==> config.mk <==
export PLATFORM = sky130hd
export DESIGN_NAME = uart_rx_os
export DESIGN_NICKNAME = d
export VERILOG_FILES = /design/src/rtl/uart_rx_os.sv
export SDC_FILE = /design/constraint.sdc
export NUM_CORES = 1
export LEC_CHECK = 0
export ABC_CLOCK_PERIOD_IN_PS = 2300
export CORE_ASPECT_RATIO = 1.2
export CORE_MARGIN = 3
export CORE_UTILIZATION = 57
export DETAILED_ROUTE_END_ITERATION = 10
export GPL_TIMING_DRIVEN = 0
export PLACE_DENSITY = 0.78
export SYNTH_ARGS = -nofsm -noshare
export SYNTH_HDL_FRONTEND = slang
export SYNTH_SLANG_ARGS = --single-unit
==> constraint.sdc <==
create_clock -name ice_clk_i -period 2.3 [get_ports ice_clk_i]
set_input_delay 0.69 -clock ice_clk_i [delete_from_list [all_inputs] [get_ports ice_clk_i]]
set_output_delay 0.69 -clock ice_clk_i [all_outputs]
set_load 0.01 [all_outputs]
==> src/rtl/uart_rx_os.sv <==
// rtl/uart_rx_os.sv - oversampling 8N1 UART receiver with majority vote and valid/ready holding register
module uart_rx_os #(
    parameter int CLK_FREQ    = 12000000,
    parameter int BAUD        = 9600,
    parameter int SAMPLE_RATE = 16
) (
    input  logic       ice_clk_i,
    input  logic       rstn_i,
    input  logic       rs232_rx_i,
    output logic [7:0] data_o,
    output logic       valid_o,
    input  logic       ready_i,
    output logic       frame_err_o,
    output logic       overrun_o
);

    localparam int DIV   = CLK_FREQ / (BAUD * SAMPLE_RATE);
    localparam int DIV_W = (DIV > 1) ? $clog2(DIV) : 1;
    localparam int SR_W  = $clog2(SAMPLE_RATE);
    localparam int MID   = SAMPLE_RATE / 2;

    localparam logic [DIV_W-1:0] DIV_LAST = DIV_W'(DIV - 1);
    localparam logic [SR_W-1:0]  S_PRE    = SR_W'(MID - 1);
    localparam logic [SR_W-1:0]  S_MID    = SR_W'(MID);
    localparam logic [SR_W-1:0]  S_POST   = SR_W'(MID + 1);
    localparam logic [SR_W-1:0]  S_LAST   = SR_W'(SAMPLE_RATE - 1);

    typedef enum logic [2:0] {IDLE, START, DATA, STOP, WAIT_HIGH} state_t;

    state_t            state_q, state_d;
    logic              rx_meta, rx_s;
    logic [DIV_W-1:0]  div_cnt;
    logic [SR_W-1:0]   smp_cnt;
    logic [2:0]        bit_idx;
    logic [7:0]        shift_q;
    logic              vote_a, vote_b;
    logic              counting, tick, at_post, at_last, vote;
    logic              deliver, ferr;

    always_ff @(posedge ice_clk_i or negedge rstn_i) begin
        if (!rstn_i) begin
            rx_meta <= 1'b1;
            rx_s    <= 1'b1;
        end else begin
            rx_meta <= rs232_rx_i;
            rx_s    <= rx_meta;
        end
    end

    // Tick phase restarts from the start edge because the counters sit at 0 outside a frame
    assign counting = (state_q == START) || (state_q == DATA) || (state_q == STOP);
    assign tick     = counting && (div_cnt == DIV_LAST);
    assign at_post  = tick && (smp_cnt == S_POST);
    assign at_last  = tick && (smp_cnt == S_LAST);
    assign vote     = (vote_a & vote_b) | (vote_a & rx_s) | (vote_b & rx_s);

    always_ff @(posedge ice_clk_i or negedge rstn_i) begin
        if (!rstn_i) state_q <= IDLE;
        else         state_q <= state_d;
    end

    always_comb begin
        state_d = state_q;
        deliver = 1'b0;
        ferr    = 1'b0;
        case (state_q)
            IDLE: if (!rx_s) state_d = START;
            START: begin
                if (at_post && vote) state_d = IDLE;
                else if (at_last)    state_d = DATA;
            end
            DATA: if (at_last && bit_idx == 3'd7) state_d = STOP;
            // Stop bit resolved mid-bit so a start edge right after it is still caught
            STOP: begin
                if (at_post) begin
                    if (vote) begin
                        deliver = 1'b1;
                        state_d = IDLE;
                    end else begin
                        ferr    = 1'b1;
                        state_d = WAIT_HIGH;
                    end
                end
            end
            WAIT_HIGH: if (rx_s) state_d = IDLE;
            default: state_d = IDLE;
        endcase
    end

    always_ff @(posedge ice_clk_i or negedge rstn_i) begin
        if (!rstn_i) begin
            div_cnt <= '0;
            smp_cnt <= '0;
            bit_idx <= '0;
            shift_q <= '0;
            vote_a  <= 1'b1;
            vote_b  <= 1'b1;
        end else if (!counting) begin
            div_cnt <= '0;
            smp_cnt <= '0;
        end else begin
            div_cnt <= tick ? '0 : div_cnt + 1'b1;
            if (tick) smp_cnt <= (smp_cnt == S_LAST) ? '0 : smp_cnt + 1'b1;
            if (tick && smp_cnt == S_PRE) vote_a <= rx_s;
            if (tick && smp_cnt == S_MID) vote_b <= rx_s;
            if (state_q == DATA && at_post) shift_q <= {vote, shift_q[7:1]};
            if (state_q == START && at_last) bit_idx <= '0;
            if (state_q == DATA && at_last)  bit_idx <= bit_idx + 1'b1;
        end
    end

    always_ff @(posedge ice_clk_i or negedge rstn_i) begin
        if (!rstn_i) begin
            data_o      <= '0;
            valid_o     <= 1'b0;
            frame_err_o <= 1'b0;
            overrun_o   <= 1'b0;
        end else begin
            frame_err_o <= ferr;
            overrun_o   <= deliver && valid_o && !ready_i;
            if (deliver) begin
                if (!valid_o || ready_i) begin
                    data_o  <= shift_q;
                    valid_o <= 1'b1;
                end
            end else if (valid_o && ready_i) begin
                valid_o <= 1'b0;
            end
        end
    end

endmodule

==> impl_summary.log <==
[metrics] setup TNS: 0 ps
[metrics] Via Count: between 1,000 and 1,500
[metrics] clock transition at the register clock pins on the worst setup and hold paths after CTS: between 100 and 150 ps
[metrics] number of cells in the finished layout apart from fillers: roughly 220
[metrics] chip width: approximately 59 µm
[metrics] maximum number of pins on one net before global-route repair: roughly 40
[metrics] number of buffers inserted by port buffering: 14
[metrics] global route total overflow: 0
[metrics] Syn Std Cell Area: ~1900 µm²
[metrics] routability congestion estimate: 0.871
[metrics] clock root buffer: clkbuf_4
[metrics] Gate Count Post-Synth: 157
[metrics] status: completed
[metrics] kind of start point of the critical path: flip-flop
[metrics] PostCTS Resize Cnt: 0
[metrics] number of buffers created by CTS: 5
[metrics] clock latency on the worst-skew pair: roughly 350 ps
[metrics] average footprint of a synthesized cell: approximately 12 µm²
[metrics] die area: between 4000 and 5000 µm²
[metrics] Async S/R FF share, synth: 100%
[metrics] post-detailed-route count of antenna-violating nets: 0
[metrics] Top Ports: 15
[metrics] endpoints failing hold: 0
[metrics] effective utilization at floorplan: 60.8%
[metrics] required time of the critical path: between 2000 and 3000 ps
[metrics] drt pass-1 iters: 4
[metrics] crit path kind: reg2reg
[metrics] floorplan die height: slightly below 70 µm
[metrics] wire length of the first global-routing pass: about 5800 µm
[metrics] average wire length per cell after detail routing: 14.9 µm
[metrics] main flop type after synthesis: dfrtp_1
[metrics] Setup Viol. Count Final: 0
[metrics] pwr/cell area: around 630 nW/µm²
[metrics] class of the tightest hold or removal check: reg2reg
[metrics] detailed-route vias per instance: about 5.7
[metrics] detailed router's first-iteration violation count: 32
[metrics] tightest slew margin relative to the limit: between 40% and 50%
[metrics] area fraction in compound gates after synthesis: 5.23%
[metrics] setup repair after global routing missed its margin: no
[metrics] number of H-tree levels: 2
[metrics] reg2reg path depth: 7
[metrics] fraction of layout instances using a drive strength above 1: around 22%
[metrics] critical path launch point: div_cnt[1]
[metrics] post-DP HPWL: between 2000 and 2500 µm
[metrics] number of max-cap violations: 0
[metrics] number of diodes: 0
[metrics] Std-Cell Rows: 22
[metrics] xor and xnor area share after synthesis: between 2 and 3%
[metrics] maximum clock skew at final layout: 11.6 ps
[metrics] Tot GR Track Use: between 10% and 20%
[metrics] fin crit share: between 90% and 100%
[metrics] total chip power: approximately 1.4 mW
[metrics] Critical R2R Capture: shift_q[6]
[metrics] adder and majority cell fraction of the synthesized area: approximately 5.2%
[metrics] number of buffers on the longest clock path: 2
[metrics] TritonCTS clock tree: yes
[metrics] number of enable-type register cells in the synthesized netlist: 0
[metrics] fmax: between 400 and 500 MHz
[metrics] final layout net count: between 150 and 200
[metrics] Worst-Margin Slew: between 800 and 900 ps
[metrics] fraction of synthesized area in multiplexers: between 10% and 20%
[metrics] residual DRC count: 0
[metrics] Seq/Total Area, Yosys: 53.2%
[metrics] fill cell count: 224
[metrics] R2R setup slack: about 210 ps
[metrics] TritonCTS Sinks: 40
[metrics] count of warnings emitted by yosys: 0
[metrics] Worst Setup EP: shift_q[6]
[metrics] Hold-fix buffers, CTS: 0
[metrics] critical path peak fanout: 9
[metrics] area share of the largest cell type after synthesis: 47.7%
[metrics] top post-synthesis cells by area: dfrtp_1 (48%), mux2_2 (6.6%), mux2_4 (6.4%)
[metrics] IR Drop Worst-Case VDD: between 0.5 and 0.6 mV
[metrics] Core ar.: slightly above 3000 µm²
[metrics] P_leak: ~1.0 nW
[metrics] main combinational cell family by area after synthesis: simple AND/OR/NAND/NOR gates
[metrics] net count after synthesis: roughly 170
[metrics] kind of end point of the critical path: flip-flop
[metrics] simple logic cell fraction of the synthesized area: 18.5%
[metrics] number of slew-limit violations in the final report: 0
[metrics] synthesis-stage register bit count: 40
[metrics] via count of the first global-routing pass: between 1,000 and 1,500
[metrics] cell count after placement: between 200 and 250
[metrics] reg-to-reg startpoint: div_cnt[1]
[metrics] minimum period implied by the final worst setup slack: between 2000 and 2500 ps
[metrics] final wirelength: around 3200 µm
[metrics] number of distinct library cell variants in the gate-level netlist after synthesis: 43
[metrics] cell type contributing the most total cell area after synthesis: dfrtp_1
[metrics] number of antenna violations at the first check in global routing: 0
[metrics] layout-stage area growth over the synthesis result: 16.7%
[metrics] arrival time worst endpoint: between 2000 and 2500 ps
[report_power, final]
group          total, mW  switching (mW)  internal (mW)
Clock              0.674           0.227          0.448
Combinational     0.0174          0.0131        0.00425
Sequential         0.708         0.00132          0.706
Total               1.40           0.241           1.16
[worst min path at each step]
stage	start	endpoint	slack, ps	cells past startpoint
after floorplan	rx_meta	rx_s	350	0
after global placement	rx_meta	rx_s	350	0
after detailed placement	rx_meta	rx_s	350	0
after CTS	rx_meta	rx_s	370	0
after global routing	rx_meta	rx_s	370	0
final	rx_meta	rx_s	360	0
[placed cells by master, fill, tap and decap left out, drive strengths merged, types with 5 or more instances in the layout]
cell type,count
ha,7
nand3,7
xor2,5
clkbuf,8
dfrtp,36
nand2,13
clkdlybuf4s50,13
mux2,19
nor2,15
[cells in the mapped netlist (2+ instances only)]
library cell and number:
dfrtp_1 36, nor2_1 15, nand2_1 12, mux2_2 11
mux2_4 8, ha_1 7, nand3_1 7, xor2_1 5
a21oi_1 4, dfstp_2 4, inv_1 3, nand3b_1 3
nand4_1 3, o21ai_0 3, a22o_1 2, clkbuf_1 2
nand4b_1 2, nor2b_1 2, o211ai_1 2, o21bai_1 2
or3_1 2
[routing by layer]
layer	up-vias	GRT usage, %	wire length [µm]
met5	-	0	0
met4	0	8.31	74
met3	8	5.99	139
met2	21	29.2	1610
met1	600	22.7	1400
li1	599	-	-
[flip-flops by register name, indices dropped and copies added, names as in the netlist, 3 cells and up]
| name | count |
|---|---|
| shift_q | 8 |
| bit_idx | 3 |
| state_q | 3 |
| div_cnt | 7 |
| smp_cnt | 4 |
| data_o | 8 |
[logic make-up after synthesis]
family          count (synthesis)
flops                          40
compound gates                 15
mux                            19
xor+xnor                        6
simple gates                   61
fa+ha+maj                       8
buf+inv                         8
[stage by stage]
step	hold WS, ps	util, %	cell area [µm²]	setup WS (ps)
2_1_floorplan	345	-	1890	341
3_3_place_gp	345	66.7	2080	-308
3_5_place_dp	349	66.6	2070	-6.76
4_1_cts	365	70.7	2200	154
5_1_grt	369	70.9	2210	119
6_report	364	70.9	2210	206
[worst max-delay path, stage by stage, from the launching register on]
cell and delay, ps:
dfrtp_1 430, inv_1 70, ha_1 170, and4bb_4 280, nand2_4 90, or4_4 490
buf_6 170, mux2_4 300
[what timing repair did]
item,in CTS,in global routing
hold endpoints to repair,0,0
buffers inserted,0,1
setup endpoints to repair,0,7
[final cells by class]
class / instances / area, µm² / share of cell area [%]
clock buffer: 5 / 37.5 / 1.70
clock inverter: 3 / 90.1 / 4.08
inverter: 3 / 11.3 / 0.510
sequential: 40 / 1010 / 45.6
timing repair buffer: 15 / 143 / 6.47
buffer: 5 / 31.3 / 1.42
multi-input combinational: 109 / 842 / 38.2
tap: 36 / 45.0 / 2.04
(Power assumes the default switching activity.)
